--- src/rtl/pipe_flow_tracer.sv ---
// Walks the pipe grid from the left edge of (0,0) and reports whether flow reaches the right edge of (END_X,END_Y).
// Latency: 3 cycles per cell (REQ with immediate grant, WAIT, EVAL) plus 1 result cycle (PASS/FAIL).
// Backpressure: o_rd_req and o_rd_x/o_rd_y hold indefinitely until i_rd_gnt is sampled; start is dropped while busy.
module pipe_flow_tracer #(
   parameter int GRID_W    = 6,
   parameter int GRID_H    = 6,
   parameter int END_X     = 5,
   parameter int END_Y     = 5,
   parameter int MAX_STEPS = 36
) (
   input  logic       i_clk,
   input  logic       i_reset,
   input  logic       i_start,
   output logic       o_rd_req,
   output logic [3:0] o_rd_x,
   output logic [3:0] o_rd_y,
   input  logic       i_rd_gnt,
   input  logic [2:0] i_rd_data,
   output logic       o_busy,
   output logic       o_done,
   output logic       o_solved,
   output logic [5:0] o_steps,
   output logic [3:0] o_fail_x,
   output logic [3:0] o_fail_y
);

   // Sides double as bit positions in the opening mask; opposite side = side ^ 2.
   localparam logic [1:0] SIDE_L = 2'd0;
   localparam logic [1:0] SIDE_U = 2'd1;
   localparam logic [1:0] SIDE_R = 2'd2;
   localparam logic [1:0] SIDE_D = 2'd3;

   localparam logic [3:0] LP_X_MAX = 4'(GRID_W - 1);
   localparam logic [3:0] LP_Y_MAX = 4'(GRID_H - 1);
   localparam logic [3:0] LP_END_X = 4'(END_X);
   localparam logic [3:0] LP_END_Y = 4'(END_Y);
   localparam logic [5:0] LP_MAX   = 6'(MAX_STEPS);

   typedef enum logic [2:0] {
      S_IDLE,
      S_REQ,
      S_WAIT,
      S_EVAL,
      S_PASS,
      S_FAIL
   } state_t;

   state_t     r_state;
   state_t     w_next_state;

   logic [3:0] r_cur_x;
   logic [3:0] r_cur_y;
   logic [1:0] r_entry;
   logic [2:0] r_pipe;
   logic [5:0] r_cnt;
   logic       r_solved;
   logic [5:0] r_steps;
   logic [3:0] r_fail_x;
   logic [3:0] r_fail_y;

   logic [3:0] w_open;
   logic [3:0] w_exit_mask;
   logic [1:0] w_exit;
   logic       w_entry_ok;
   logic       w_at_end;
   logic       w_off_grid;
   logic [5:0] w_cnt_inc;
   logic [3:0] w_nbr_x;
   logic [3:0] w_nbr_y;

   // Decode the latched pipe against the entry side: openings, exit side, neighbour and edge test.
   always_comb begin
      w_open      = 4'b0000;
      w_exit      = SIDE_L;
      w_off_grid  = 1'b0;
      w_nbr_x     = r_cur_x;
      w_nbr_y     = r_cur_y;
      case (r_pipe)
         3'd1:    w_open = 4'b0101; // L-R
         3'd2:    w_open = 4'b1010; // U-D
         3'd3:    w_open = 4'b0110; // U-R
         3'd4:    w_open = 4'b1100; // R-D
         3'd5:    w_open = 4'b1001; // D-L
         3'd6:    w_open = 4'b0011; // L-U
         default: w_open = 4'b0000; // 0 and 7 have no openings
      endcase
      w_entry_ok  = w_open[r_entry];
      w_exit_mask = w_open & ~(4'b0001 << r_entry);
      case (w_exit_mask)
         4'b0010: w_exit = SIDE_U;
         4'b0100: w_exit = SIDE_R;
         4'b1000: w_exit = SIDE_D;
         default: w_exit = SIDE_L;
      endcase
      case (w_exit)
         SIDE_L: begin
            w_off_grid = (r_cur_x == 4'd0);
            w_nbr_x    = r_cur_x - 4'd1;
         end
         SIDE_U: begin
            w_off_grid = (r_cur_y == 4'd0);
            w_nbr_y    = r_cur_y - 4'd1;
         end
         SIDE_R: begin
            w_off_grid = (r_cur_x == LP_X_MAX);
            w_nbr_x    = r_cur_x + 4'd1;
         end
         default: begin
            w_off_grid = (r_cur_y == LP_Y_MAX);
            w_nbr_y    = r_cur_y + 4'd1;
         end
      endcase
      w_at_end  = (r_cur_x == LP_END_X) && (r_cur_y == LP_END_Y);
      w_cnt_inc = r_cnt + 6'd1;
   end

   // Next-state selection and state-decoded outputs.
   always_comb begin
      w_next_state = r_state;
      o_rd_req     = 1'b0;
      o_busy       = 1'b0;
      o_done       = 1'b0;
      case (r_state)
         S_IDLE: begin
            if (i_start) w_next_state = S_REQ;
         end
         S_REQ: begin
            o_rd_req = 1'b1;
            o_busy   = 1'b1;
            if (i_rd_gnt) w_next_state = S_WAIT;
         end
         S_WAIT: begin
            o_busy       = 1'b1;
            w_next_state = S_EVAL;
         end
         S_EVAL: begin
            o_busy = 1'b1;
            if (!w_entry_ok)                       w_next_state = S_FAIL;
            else if (w_at_end && w_exit == SIDE_R) w_next_state = S_PASS;
            else if (w_off_grid)                   w_next_state = S_FAIL;
            else if (w_cnt_inc == LP_MAX)          w_next_state = S_FAIL;
            else                                   w_next_state = S_REQ;
         end
         S_PASS: begin
            o_done       = 1'b1;
            w_next_state = S_IDLE;
         end
         S_FAIL: begin
            o_done       = 1'b1;
            w_next_state = S_IDLE;
         end
         default: w_next_state = S_IDLE;
      endcase
   end

   // State register.
   always_ff @(posedge i_clk) begin
      if (i_reset) r_state <= S_IDLE;
      else         r_state <= w_next_state;
   end

   // Trace datapath: cursor, entry side, visit counter and the result fields latched at trace end.
   always_ff @(posedge i_clk) begin
      if (i_reset) begin
         r_cur_x  <= 4'd0;
         r_cur_y  <= 4'd0;
         r_entry  <= SIDE_L;
         r_pipe   <= 3'd0;
         r_cnt    <= 6'd0;
         r_solved <= 1'b0;
         r_steps  <= 6'd0;
         r_fail_x <= 4'd0;
         r_fail_y <= 4'd0;
      end else begin
         case (r_state)
            S_IDLE: begin
               if (i_start) begin
                  r_cur_x  <= 4'd0;
                  r_cur_y  <= 4'd0;
                  r_entry  <= SIDE_L;
                  r_cnt    <= 6'd0;
                  r_steps  <= 6'd0;
                  r_solved <= 1'b0;
               end
            end
            S_WAIT: r_pipe <= i_rd_data;
            S_EVAL: begin
               if (w_next_state == S_REQ) begin
                  r_cur_x <= w_nbr_x;
                  r_cur_y <= w_nbr_y;
                  r_entry <= w_exit ^ 2'd2;
                  r_cnt   <= w_cnt_inc;
               end else begin
                  // Results are latched on the way into PASS/FAIL so they are valid alongside done.
                  r_steps  <= w_entry_ok ? w_cnt_inc : r_cnt;
                  r_solved <= (w_next_state == S_PASS);
                  r_fail_x <= r_cur_x;
                  r_fail_y <= r_cur_y;
               end
            end
            default: ;
         endcase
      end
   end

   assign o_rd_x   = r_cur_x;
   assign o_rd_y   = r_cur_y;
   assign o_solved = r_solved;
   assign o_steps  = r_steps;
   assign o_fail_x = r_fail_x;
   assign o_fail_y = r_fail_y;

endmodule

--- config.mk ---
export PLATFORM = sky130hd
export DESIGN_NAME = pipe_flow_tracer
export DESIGN_NICKNAME = d
export VERILOG_FILES = /design/src/rtl/pipe_flow_tracer.sv
export SDC_FILE = /design/constraint.sdc
export NUM_CORES = 1
export LEC_CHECK = 0
export BUFFER_PORTS_ARGS = -buffer_cell sky130_fd_sc_hd__buf_4
export CAP_MARGIN = 10
export CORE_UTILIZATION = 51
export CTS_BUF_LIST = sky130_fd_sc_hd__clkbuf_4 sky130_fd_sc_hd__clkbuf_8 sky130_fd_sc_hd__clkbuf_16
export DETAILED_ROUTE_END_ITERATION = 7
export HOLD_SLACK_MARGIN = 0.08
export PLACE_DENSITY = 0.75
export SLEW_MARGIN = 0
export SYNTH_ARGS = -nofsm -noshare
export SYNTH_HDL_FRONTEND = slang
export SYNTH_SLANG_ARGS = --single-unit
export TNS_END_PERCENT = 10
--- constraint.sdc ---
create_clock -name i_clk -period 2.55 [get_ports i_clk]
set_input_delay 0.51 -clock i_clk [delete_from_list [all_inputs] [get_ports i_clk]]
set_output_delay 0.51 -clock i_clk [all_outputs]
set_load 0.05 [all_outputs]
-- Yosys cells after proc, flatten, opt, wreduce, memory -nomap -nowiden
Index checks and enable logic that the tools add are counted.
- output and inout port bits: 26
- word-level logic and storage cells: 96
- bits of input ports: 7
- flip-flop bits (word level): 37
- shifts and indexed selects: 1
- bitwise gates (word level): 4
- reduce and logical (&&, ||, !) cells: 15
- order comparisons: 1
- add/subtract/negate cells: 5
- eq/ne operators: 26
- multiplexer cells: 34
- operators with widths (kind ; number):
    $pmux 4 s2 ; 4
    $mux 6 ; 4
    $pmux 4 s6 ; 1
    $pmux 6 s2 ; 2
    $eq 3x3->1 const B ; 6
    $mux 3 ; 6
    $eq 3x2->1 const B ; 4
    $eq 4x3->1 const B ; 3
    $mux 4 ; 3
    $pmux 3 s4 ; 1
    $eq 3x1->1 const B ; 3
    $add 4x1->4 const B ; 2
    $logic_not 4->1 ; 2
    $ne 2x2->1 const B ; 4
    $reduce_and 4->1 ; 2
    $sub 4x1->4 const B ; 2
    $add 6x1->6 const B ; 1
    $eq 6x6->1 const B ; 1
    $mux 1 ; 6
    $pmux 2 s3 ; 1
    $reduce_and 3->1 ; 2
    $and 4x4->4 ; 1
    $eq 4x2->1 const B ; 1
    $eq 4x4->1 const B ; 1
    19 further kinds ; 23

-- Logic depth before layout (Yosys ltp)
- word-level depth: 14
- mapped depth: 11

-- Least setup slack after synthesis
No wires, ideal clock.
- kind: register to register
- start: register r_pipe[2]
- end: register r_cur_x[3], in the netlist o_rd_x[3]
- data arrival time: 2.269 ns
- path buffers: 0
- cell stages (with the launch flop): 11
- setup slack: 0.152 ns
- required time: 2.421 ns
- cell sequence: dfxtp_1 > or3b_1 > o22ai_1 > inv_1 > ha_1 > a21o_1 > a21oi_1 > xor2_1 > a21oi_1 > a211oi_1 > o32ai_1
- cells in the longest elaborated chain, start to end: 14
- RTL lines (element ; line ; source):
    start, declared ; 54 ; logic [2:0] r_pipe;
    start signal, assigned ; 186 ; S_WAIT: r_pipe <= i_rd_data;
    $eq 3x3->1, or another cell as far along ; 78 ; case (r_pipe)
    $pmux 4 s6 * ; 78 ;
    $and 4x4->4 ; 88 ; w_exit_mask = w_open & ~(4'b0001 << r_entry);
    $eq 4x4->1, or another cell as far along ; 89 ; case (w_exit_mask)
    $pmux 2 s3 ; 89 ;
    $eq 2x2->1, or another cell as far along ; 95, 139 ;
    $pmux 1 s3 ; 95 ; case (w_exit)
    $mux 3 ; 140 ; else if (w_off_grid) w_next_state = S_FAIL;
    $mux 3 ; 139 ; else if (w_at_end && w_exit == SIDE_R) w_next_state = S_PASS;
    $mux 3 ; 138 ; if (!w_entry_ok) w_next_state = S_FAIL;
    $pmux 3 s4 ; 123 ; case (r_state)
    $eq 3x1->1 ; 188 ; if (w_next_state == S_REQ) begin
    $ne 2x2->1 (no line) ; -- ;
    $reduce_and 4->1 (no line) ; -- ;
    end signal, assigned ; 189 ; r_cur_x <= w_nbr_x;
    end, declared ; 51 ; logic [3:0] r_cur_x;
Every way passes the cells marked *; elsewhere a longest branch is shown, timed or not. The select of a mux whose other input is x is not followed.
A chain may end at the register's enable or synchronous reset.

-- Final worst setup path
- start: register r_cur_x[0], in the netlist o_rd_x[0]
- end: register r_steps[5], in the netlist o_steps[5]
- cells in the longest elaborated chain, start to end: 9
- RTL lines (element ; line ; source):
    $eq 4x3->1 or $logic_not 4->1 (tied branches) ; 105, 113, 97 ;
    $pmux 1 s3 or $logic_and 1x1->1 (tied branches) ; 95, 113 ;
    $mux 3 or $logic_and 1x1->1 (tied branches) ; 140, 139 ;
    $mux 3 * ; 139 ;
    $mux 3 * ; 138 ;
    $pmux 3 s4 * ; 123 ;
    $eq 3x1->1 * ; 188 ;
    $ne 2x2->1 (no line) * ; -- ;
    $reduce_and 3->1 (no line) * ; -- ;
    end signal, assigned ; 195 ; r_steps <= w_entry_ok ? w_cnt_inc : r_cnt;
    end, declared ; 57 ; logic [5:0] r_steps;
Every way passes the cells marked *; elsewhere a longest branch is shown, timed or not.

==> run_results.csv <==
group,metric,value,unit
global_routing,track_usage,26.6,%
setup_path,critical_path.endpoint_type,"register",
route,viasPerCell,6.19,
synthesis,post_synth_instance_area,0.00223,mm²
global_routing,antenna_found_initial,0,
timing,max_freq,395,MHz
place,inst_count_dp,346,
route,routed_vias,2190,
power_and_ir_drop,ratio_of_total_power_to_cell_area,497,mW/mm²
synthesis,synth_mux_area_share,2.25,%
place,buffer_ports.inserted,32,
timing,timing.final.crit_period,2.53,ns
timing,clock-skew-final,0.00864,ns
outcome,outcome,"finished, final reports clean",
synthesis,syn-mean-instance-area,8.40,µm²
timing,timing.final.max_slew_violations,0,
cts,h-tree-depth,2,
cts,clk-insertion-delay-late,0.30,ns
timing,layout_setup_ws,0.0204,ns
finish,fill_cells,359,
cts,clk_path_buf_depth,2,
finish,layout.nets,317,
die,initial_core_utilization,54.5,%
setup_path,worst_ep_required_time,2.79,ns
power_and_ir_drop,p_leak,1.04,nW
power_and_ir_drop,power,1.37,mW
setup_path,cp_max_fo,8,
setup_path,worstPathArrival,2.77,ns
place,preCtsSetupSlack,0.0746,ns
synthesis,mappedNetlistNets,279,
timing,post_route_fraction_of_the_period_consumed_by_the_critical_path,99.2,%
route,drt-pass1-iter-count,4,
cts,cts_tree,"built",
synthesis,synth.yosys.warnings,0,
cts,cts_hold_buf,0,
synthesis,synth_seq_cells,37,
route,route.detailed.wl_per_inst,15.9,µm
die,vertical_die_dimension,68.1,µm
global_routing,grt_first_pass_wirelength,9210,µm
synthesis,synth_cell_types,58,
min_path,holdCritPathClass,"in2reg",
global_routing,first_global_vias,1883,
synthesis,synth_ff_type,"dfxtp_1",
synthesis,synth_cells,265,
timing,whs,0.447,ns
finish,postLayoutCoreUtil,67.3,%
cts,post_cts_sizing_count,0,
finish,antennaDiodeCount,0,
setup_path,kind_of_start_point_of_the_critical_path,"register",
synthesis,netlist.top_cell.by_area,"dfxtp_1",
synthesis,main_combinational_cell_family_by_area_after_synthesis,"compound AO/OA/AOI/OAI gates",
route,drt_iter0_markers,130,
timing,worstMarginPinSlew,0.620,ns
timing,finalSetupTns,0,ns
die,die_w,68.1,µm
finish,finish.instance_area,0.00275,mm²
finish,synthToLayoutAreaGrowth,23.6,%
die,die_area,0.00463,mm²
timing,finalHoldViolations,0,
die,io_pins,33,
die,floorplan.rows,23,
global_routing,grt.overflow.total,0,
cts,cts-buffers-inserted,5,
synthesis,synthAdderAreaFrac,4.61,%
place,gp_congestion,0.920,
place,placed_cell_area,0.00258,mm²
cts,cts_sink_count,37,
route,ant_nets,0,
timing,worst_rel_slew_slack,58.7,%
place,dp_hpwl,3880,µm
setup_path,worst_setup_path_category,"reg2reg",
finish,final_layout_size_suffix_gt1_share,25.0,%
die,core-area,0.00409,mm²
global_routing,grt_start_max_net_pins,36,
synthesis,xor_xnor_fraction_of_synth_area,4.33,%
cts,cts.clk_slew.worst_paths,0.09,ns
finish,fin_cells,354,
power_and_ir_drop,vdd.ir_drop.worst,0.414,mV
synthesis,synth-edff-count,0,
synthesis,synth-compound-area-share,27.4,%
timing,report.final.setup_viol,0,
cts,cts_post_setup_buffers_inserted,0,
route,wire_length_after_detailed_routing,5640,µm
synthesis,synth_simple_gate_area_share,21.5,%
synthesis,async_flop_share,0,%
cts,ctsRootBufferMaster,"clkbuf_8",
route,remaining_drc_errors,0,
flow_run,number_of_max_capacitance_violations_reported,0,
synthesis,synth_largest_type_area_fraction,33.3,%
synthesis,synth.yosys.seq_area_share,33.3,%
synthesis,synth_area_leaders,"dfxtp_1, a21oi_1, nand3_1, o21ai_0, o211ai_1",
## kinds of logic (layout without fill, tap and decap cells)
logic type	after synthesis	count (layout)
xor gates and xnor gates	11	11
AOI/OAI and AO/OA	91	91
DFF	37	37
and+or+nand+nor	81	81
buffers and inverters	33	72
muxes	5	5
adders and majority gates	7	7
## flip-flops by register name, summed over array words and instances, names as in the netlist
signal and cells:
o_fail_x 4, o_fail_y 4, o_rd_x 4, o_rd_y 4, o_solved 1, o_steps 6
r_cnt 6, r_entry 2, r_pipe 3, r_state 3
## area by class of cell
type / instances / area, µm² / area share [%]
Clock buffer: 5 / 68.8 / 2.50
Sequential cell: 37 / 749 / 27.3
Tap cell: 50 / 62.6 / 2.27
Clock inverter: 3 / 68.8 / 2.50
Inverter: 10 / 37.5 / 1.36
Timing Repair Buffer: 54 / 405 / 14.7
Multi-Input combinational cell: 195 / 1360 / 49.4
## layout by cell type, fill, tap and decap left out, types with 5 or more instances in the layout
| cell | count |
|---|---|
| ha_1 | 5 |
| inv_1 | 10 |
| buf_4 | 54 |
| o211ai_1 | 9 |
| dfxtp_1 | 32 |
| a31oi_1 | 5 |
| o21ai_0 | 14 |
| nor2_1 | 9 |
| xnor2_1 | 6 |
| xor2_1 | 5 |
| clkbuf_8 | 5 |
| nand3_1 | 17 |
| nand2_1 | 15 |
| a21oi_1 | 26 |
| mux2i_1 | 5 |
| a2111oi_1 | 5 |
## worst max-delay path, cell delays in order, from the launching register on
cell	delay, ns
dfxtp_1	0.32
or4_1	0.57
a2111oi_0	0.41
mux2i_1	0.18
and4_1	0.34
a2111oi_1	0.49
a31o_2	0.17
## Yosys cell counts, types with 6 or more instances
master,number
nand3_1,17
o21ai_0,14
clkbuf_1,11
dfxtp_1,37
a21oi_1,26
a2111oi_0,7
o211ai_1,9
nor2_1,9
nand2_1,15
xnor2_1,6
inv_1,10
## routing by layer
layer	track usage, %	up-vias	share of wire [%]
li1	-	1087	-
met1	37.6	1041	49
met2	39.5	56	46
met3	5.67	6	4.2
met4	9.38	0	1.2
met5	0	-	0
## power by group
group,total (mW),internal [mW],switching (mW)
combinational,0.143,0.0510,0.0922
clock,0.630,0.394,0.236
sequential,0.594,0.583,0.0107
total,1.37,1.03,0.338
## final timing paths
kind	startpoint	to	slack (ns)	cells past startpoint
worst max-delay path	o_rd_x[0]	o_steps[5]	0.02	6
worst min-delay path	i_rd_data[0]	r_pipe[0]	0.45	3
worst max register to register	o_rd_x[0]	o_steps[5]	0.02	6
worst min register to register	o_steps[0]	o_steps[0]	0.48	2
Power figures use the tool's default switching activity.
